===== config.mk =====
export PLATFORM = sky130hd
export DESIGN_NAME = lcd_timing_gen
export DESIGN_NICKNAME = d
export VERILOG_FILES = /design/src/rtl/lcd_timing_gen.sv
export SDC_FILE = /design/constraint.sdc
export NUM_CORES = 1
export LEC_CHECK = 0
export CORE_ASPECT_RATIO = 0.6
export CORE_MARGIN = 3
export CORE_UTILIZATION = 47
export CTS_CLUSTER_SIZE = 14
export DETAILED_ROUTE_END_ITERATION = 16
export DONT_BUFFER_PORTS = 1
export GPL_ROUTABILITY_DRIVEN = 0
export PLACE_DENSITY = 0.73
export SETUP_SLACK_MARGIN = 0.15
export SYNTH_ARGS = -nofsm -noshare
export SYNTH_HDL_FRONTEND = slang
export SYNTH_SLANG_ARGS = --single-unit

===== constraint.sdc =====
create_clock -name clk -period 3.7 [get_ports clk]
set_input_delay 0.74 -clock clk [delete_from_list [all_inputs] [get_ports clk]]
set_output_delay 0.74 -clock clk [all_outputs]
set_load 0.02 [all_outputs]

===== src/rtl/lcd_timing_gen.sv =====
// Parametrised LVDS panel timing and test-pattern generator, one-cycle registered output.
// Optional macro LCD_TPG_SCROLL_EN: ramp and checker patterns scroll one pixel per frame.
module lcd_timing_gen #(
  parameter int unsigned H_ACTIVE   = 1366,
  parameter int unsigned H_FP       = 30,
  parameter int unsigned H_SYNC     = 114,
  parameter int unsigned H_BP       = 30,
  parameter int unsigned V_ACTIVE   = 768,
  parameter int unsigned V_FP       = 3,
  parameter int unsigned V_SYNC     = 5,
  parameter int unsigned V_BP       = 4,
  parameter bit          SYNC_POL   = 1'b1,
  parameter int unsigned BPC        = 6,
  parameter int unsigned CW         = 12,
  parameter int unsigned RAMP_SHIFT = 4,
  parameter int unsigned CHK_LOG2   = 5
) (
  input  logic               clk,
  input  logic               rst_n,
  input  logic               enable,
  input  logic [2:0]         mode,
  input  logic [3*BPC-1:0]   solid_rgb,
  output logic [3*BPC+2:0]   video_data,
  output logic               de,
  output logic               hsync,
  output logic               vsync,
  output logic [CW-1:0]      pos_x,
  output logic [CW-1:0]      pos_y,
  output logic               frame_start,
  output logic [15:0]        frame_cnt
);

  localparam int unsigned H_TOTAL = H_ACTIVE + H_FP + H_SYNC + H_BP;
  localparam int unsigned V_TOTAL = V_ACTIVE + V_FP + V_SYNC + V_BP;

  localparam logic [CW-1:0] H_LAST = CW'(H_TOTAL - 1);
  localparam logic [CW-1:0] V_LAST = CW'(V_TOTAL - 1);
  localparam logic [CW-1:0] H_ACT  = CW'(H_ACTIVE);
  localparam logic [CW-1:0] V_ACT  = CW'(V_ACTIVE);
  localparam logic [CW-1:0] HS_BEG = CW'(H_ACTIVE + H_FP);
  localparam logic [CW-1:0] HS_END = CW'(H_ACTIVE + H_FP + H_SYNC);
  localparam logic [CW-1:0] VS_BEG = CW'(V_ACTIVE + V_FP);
  localparam logic [CW-1:0] VS_END = CW'(V_ACTIVE + V_FP + V_SYNC);
  localparam logic [CW-1:0] BAR1   = CW'(H_ACTIVE / 4);
  localparam logic [CW-1:0] BAR2   = CW'(2 * (H_ACTIVE / 4));
  localparam logic [CW-1:0] BAR3   = CW'(3 * (H_ACTIVE / 4));

  typedef enum logic [2:0] {
    PAT_BARS   = 3'd0,
    PAT_RAMP   = 3'd1,
    PAT_CHECK  = 3'd2,
    PAT_SOLID  = 3'd3,
    PAT_BLACK4 = 3'd4,
    PAT_BLACK5 = 3'd5,
    PAT_BLACK6 = 3'd6,
    PAT_BLACK7 = 3'd7
  } pat_e;

  logic [CW-1:0]    h_q, h_d, v_q, v_d;
  logic [CW-1:0]    pos_x_q, pos_x_d, pos_y_q, pos_y_d;
  pat_e             mode_q, mode_d, mode_eff;
  logic [15:0]      frame_cnt_q, frame_cnt_d;
  logic             de_q, de_d, hs_q, hs_d, vs_q, vs_d, fs_q, fs_d;
  logic [3*BPC-1:0] rgb_q, rgb_d, pat_rgb;
  logic [CW-1:0]    x_eff;
  logic [BPC-1:0]   grey;
  logic             at_origin, active;

  // Pixel (0,0) already uses the incoming mode so the whole frame is consistent.
  always_comb begin
    at_origin = (h_q == '0) && (v_q == '0);
    mode_eff  = at_origin ? pat_e'(mode) : mode_q;
`ifdef LCD_TPG_SCROLL_EN
    x_eff = h_q + frame_cnt_q[CW-1:0];
`else
    x_eff = h_q;
`endif
    grey    = BPC'(x_eff >> RAMP_SHIFT);
    pat_rgb = '0;
    case (mode_eff)
      PAT_BARS: begin
        if (h_q < BAR1)      pat_rgb = {{BPC{1'b0}}, {BPC{1'b1}}, {BPC{1'b0}}};
        else if (h_q < BAR2) pat_rgb = {{BPC{1'b1}}, {BPC{1'b0}}, {BPC{1'b0}}};
        else if (h_q < BAR3) pat_rgb = {{BPC{1'b0}}, {BPC{1'b0}}, {BPC{1'b1}}};
        else                 pat_rgb = '1;
      end
      PAT_RAMP:  pat_rgb = {grey, grey, grey};
      PAT_CHECK: if (x_eff[CHK_LOG2] ^ v_q[CHK_LOG2]) pat_rgb = '1;
      PAT_SOLID: pat_rgb = solid_rgb;
      default:   pat_rgb = '0;
    endcase
  end

  always_comb begin
    h_d         = h_q;
    v_d         = v_q;
    mode_d      = mode_q;
    frame_cnt_d = frame_cnt_q;
    active      = (h_q < H_ACT) && (v_q < V_ACT);
    de_d        = 1'b0;
    hs_d        = ~SYNC_POL;
    vs_d        = ~SYNC_POL;
    fs_d        = 1'b0;
    rgb_d       = '0;
    pos_x_d     = '0;
    pos_y_d     = '0;
    if (enable) begin
      if (at_origin) mode_d = mode_eff;
      if (h_q == H_LAST) begin
        h_d = '0;
        if (v_q == V_LAST) begin
          v_d         = '0;
          frame_cnt_d = frame_cnt_q + 16'd1;
        end else begin
          v_d = v_q + CW'(1);
        end
      end else begin
        h_d = h_q + CW'(1);
      end
      de_d    = active;
      hs_d    = ((h_q >= HS_BEG) && (h_q < HS_END)) ? SYNC_POL : ~SYNC_POL;
      vs_d    = ((v_q >= VS_BEG) && (v_q < VS_END)) ? SYNC_POL : ~SYNC_POL;
      fs_d    = at_origin;
      rgb_d   = active ? pat_rgb : '0;
      pos_x_d = h_q;
      pos_y_d = v_q;
    end else begin
      h_d = '0;
      v_d = '0;
    end
  end

  always_ff @(posedge clk or negedge rst_n) begin
    if (!rst_n) begin
      h_q         <= '0;
      v_q         <= '0;
      mode_q      <= PAT_BARS;
      frame_cnt_q <= '0;
      de_q        <= 1'b0;
      hs_q        <= ~SYNC_POL;
      vs_q        <= ~SYNC_POL;
      fs_q        <= 1'b0;
      rgb_q       <= '0;
      pos_x_q     <= '0;
      pos_y_q     <= '0;
    end else begin
      h_q         <= h_d;
      v_q         <= v_d;
      mode_q      <= mode_d;
      frame_cnt_q <= frame_cnt_d;
      de_q        <= de_d;
      hs_q        <= hs_d;
      vs_q        <= vs_d;
      fs_q        <= fs_d;
      rgb_q       <= rgb_d;
      pos_x_q     <= pos_x_d;
      pos_y_q     <= pos_y_d;
    end
  end

  assign video_data  = {hs_q, vs_q, de_q, rgb_q};
  assign de          = de_q;
  assign hsync       = hs_q;
  assign vsync       = vs_q;
  assign pos_x       = pos_x_q;
  assign pos_y       = pos_y_q;
  assign frame_start = fs_q;
  assign frame_cnt   = frame_cnt_q;

endmodule


==> results.json <==
{
  "fillCellCount": 686,
  "syn_area_per_cell_um2": 10.4,
  "critPathBufInv": 0,
  "drv_cap": 0,
  "num_vias": 2848,
  "grt_pass1_vias": 2882,
  "critical-path-max-stage-delay_ns": 0.52,
  "async_reset_ff_share_pct": 100,
  "fin_skew_ns": 0.00750,
  "path_cells": "nor3_1, nand4_1, nor3_4, mux2_2, a31oi_2, a31oi_1",
  "postSynthCellCount": 393,
  "cts_setup_buffers": 0,
  "rsz0062_at_grt": "no",
  "insertion_delay_ns": 0.34,
  "cp.required_ns": 3.89,
  "synth_edf_count": 0,
  "pin_count": 89,
  "power.density_mw_per_mm2": 471,
  "grt_pass1_wl_um": 15700,
  "grt_max_degree": 90,
  "row_count": 25,
  "via_per_inst": 5.74,
  "start_util_pct": 50.2,
  "clockBufferDepth": 2,
  "synthFlopType": "dfrtp_1",
  "tritoncts": "done",
  "synth_top_area_share_pct": 54.4,
  "cp_slowest_cell": "dfrtp_1",
  "ant_nets": 0,
  "clock_power_share_pct": 45.2,
  "cp_max_fo": 10,
  "portBuffers": 0,
  "p_sw_w": 0.000466,
  "irDropWorstVdd_mv": 0.228,
  "initialDrtViolationCount": 271,
  "die_y_um": 78.3,
  "ys_warn_count": 0,
  "clock-sinks": 89,
  "clock-root-buffer": "clkbuf_16",
  "wirelength_um": 9450,
  "dpl_cell_area_mm2": 0.00411,
  "synth_fp_nets": 423,
  "die_width_um": 127,
  "fmax_mhz": 397,
  "place_ws_ns": 1.24,
  "ys_types": 51,
  "yosysMostFrequentCell": "dfrtp_1",
  "cp-start-kind": "flip-flop",
  "antenna_found_initial": 0,
  "setup_ws_ns": 1.18,
  "critPathTopFamily": "simple AND/OR/NAND/NOR gates",
  "setup_viol": 0,
  "slew_headroom_pct": 61.2,
  "cts_hold_buffers": 0,
  "netlist_top_cells_count": "dfrtp_1, nand2_1, nor2_1",
  "outcome": "finished clean",
  "ctsResizeCount": 0,
  "synth.area.top_cells": "dfrtp_1, nand2_1, xnor2_1, nor2_1, xor2_1",
  "p_leak_nw": 1.99,
  "p_int_w": 0.00162,
  "grt-ovfl-total": 0,
  "h-tree-depth": 3,
  "syn_to_final_growth_pct": 8.16,
  "yosysTopAreaCell": "dfrtp_1",
  "switching_share_pct": 22.3,
  "wire_per_inst_um": 19.1,
  "syn_area_mm2": 0.00410,
  "ys_seq_elements": 89,
  "critPathKind": "reg -> reg",
  "crit_path_end_kind": "flip-flop",
  "tns_ns": 0,
  "cp.arrival_ns": 2.71,
  "sequentialPowerShare_pct": 49.8,
  "slew_violations": 0,
  "pwr-share-comb_pct": 5.0,
  "tritoncts.num_buffers": 9,
  "drcViolationCount": 0,
  "layout-drive-gt1-share_pct": 8.51,
  "grt_use_total_pct": 20.4,
  "hold_class": "in -> async",
  "dieArea_mm2": 0.00991,
  "finalHoldViolations": 0,
  "core_area_mm2": 0.00816,
  "tightest_slew_ns": 0.581,
  "hpwl_um": 6690,
  "drtPass1Iterations": 4,
  "final_area_mm2": 0.00443,
  "ys_seq_area_share_pct": 54.4,
  "finalCritPeriodShare_pct": 68.1,
  "diodes": 0,
  "final_nets": 413,
  "fin_crit_ns": 2.52,
  "cts.clk_slew.worst_paths_ns": 0.06
}
==> per-stage QoR <==
stage	std cells	hold slack (ns)	utilization (%)	total power (W)
4_1_cts	496	0.0820	54.3	0.00210
6_report	496	0.0977	54.3	0.00208
3_5_place_dp	480	0.449	50.4	0.00116
3_3_place_gp	480	0.448	50.4	0.00115
2_1_floorplan	393	0.444	-	0.00113
5_1_grt	496	0.0739	54.3	0.00216
==> cell type report <==
class / count / area [um^2] / share of cell area [%]
Clock inverter: 3 / 47.5 / 1.07
Clock buffer: 13 / 270 / 6.10
Sequential cell: 89 / 2230 / 50.3
Inverter: 8 / 30.0 / 0.678
Tap cell: 108 / 135 / 3.05
Multi-Input combinational cell: 274 / 1710 / 38.6
Timing Repair Buffer: 1 / 7.51 / 0.169
==> metal layers <==
layer  wire length [um]  vias to the layer above  global-route usage [%]
met4                111                        0                    7.17
met5                  0                        -                       0
met1               4390                     1380                    29.5
met3               1060                       14                    8.97
met2               3890                      126                    27.0
li1                   -                     1328                       -
==> power by group through the flow <==
| stage | sequential, W | combinational, W | clock (W) |
|---|---|---|---|
| after detailed placement | 0.00105 | 0.000103 | 0 |
| after CTS | 0.00104 | 0.000105 | 0.000962 |
| final | 0.00104 | 0.000105 | 0.000942 |
| after floorplan | 0.00104 | 0.0000896 | 0 |
| after global placement | 0.00105 | 0.000100 | 0 |
| after global routing | 0.00104 | 0.000118 | 0.00101 |
==> flip-flops by register name, summed over array words and instances, names as in the netlist <==
signal / cells
hsync: 1
v_q: 12
de: 1
rgb_q: 18
frame_start: 1
h_q: 12
vsync: 1
pos_x: 12
mode_q: 3
pos_y: 12
frame_cnt: 16
==> worst paths after layout <==
path	from	endpoint	slack, ns	cells after the start
setup / recovery	h_q[9]	rgb_q[16]	1.18	6
hold / removal	rst_n	pos_x[10]	0.1	0
setup reg to reg	h_q[9]	rgb_q[16]	1.18	6
hold reg to reg	h_q[0]	h_q[0]	0.51	1
max in group asynchronous	rst_n	pos_y[5]	3.42	0
min in group clk	h_q[0]	h_q[0]	0.51	1
==> kinds of logic (layout without fill, tap and decap cells) <==
logic type | Yosys count | in the layout | synth area share (%)
compound gates | 52 | 52 | 8.31
xor+xnor | 30 | 30 | 6.42
fa+ha+maj | 6 | 6 | 1.83
buf+inv | 30 | 25 | 3.82
flops | 89 | 89 | 54.4
mux | 8 | 8 | 2.14
simple gates | 178 | 178 | 23.1
==> placed cells by master, fill, tap and decap left out, drive strengths merged, types with 2 or more instances in the layout <==
master   n
inv      8
and2    18
nor2    37
and3     9
o41ai    2
a31oi   19
nand3b   2
dfrtp   89
mux2     6
ha       6
nor4     5
a21oi   10
and4b    2
and4     2
o211ai   2
nand2   52
nor3b    4
o22ai    2
o31ai    4
nor2b    5
clkinv   2
nand2b   2
nand3   17
xnor2   17
nor3    12
clkbuf  13
mux2i    2
o21ai   11
nand4    6
xor2    13
Power figures use the tool's default switching activity.
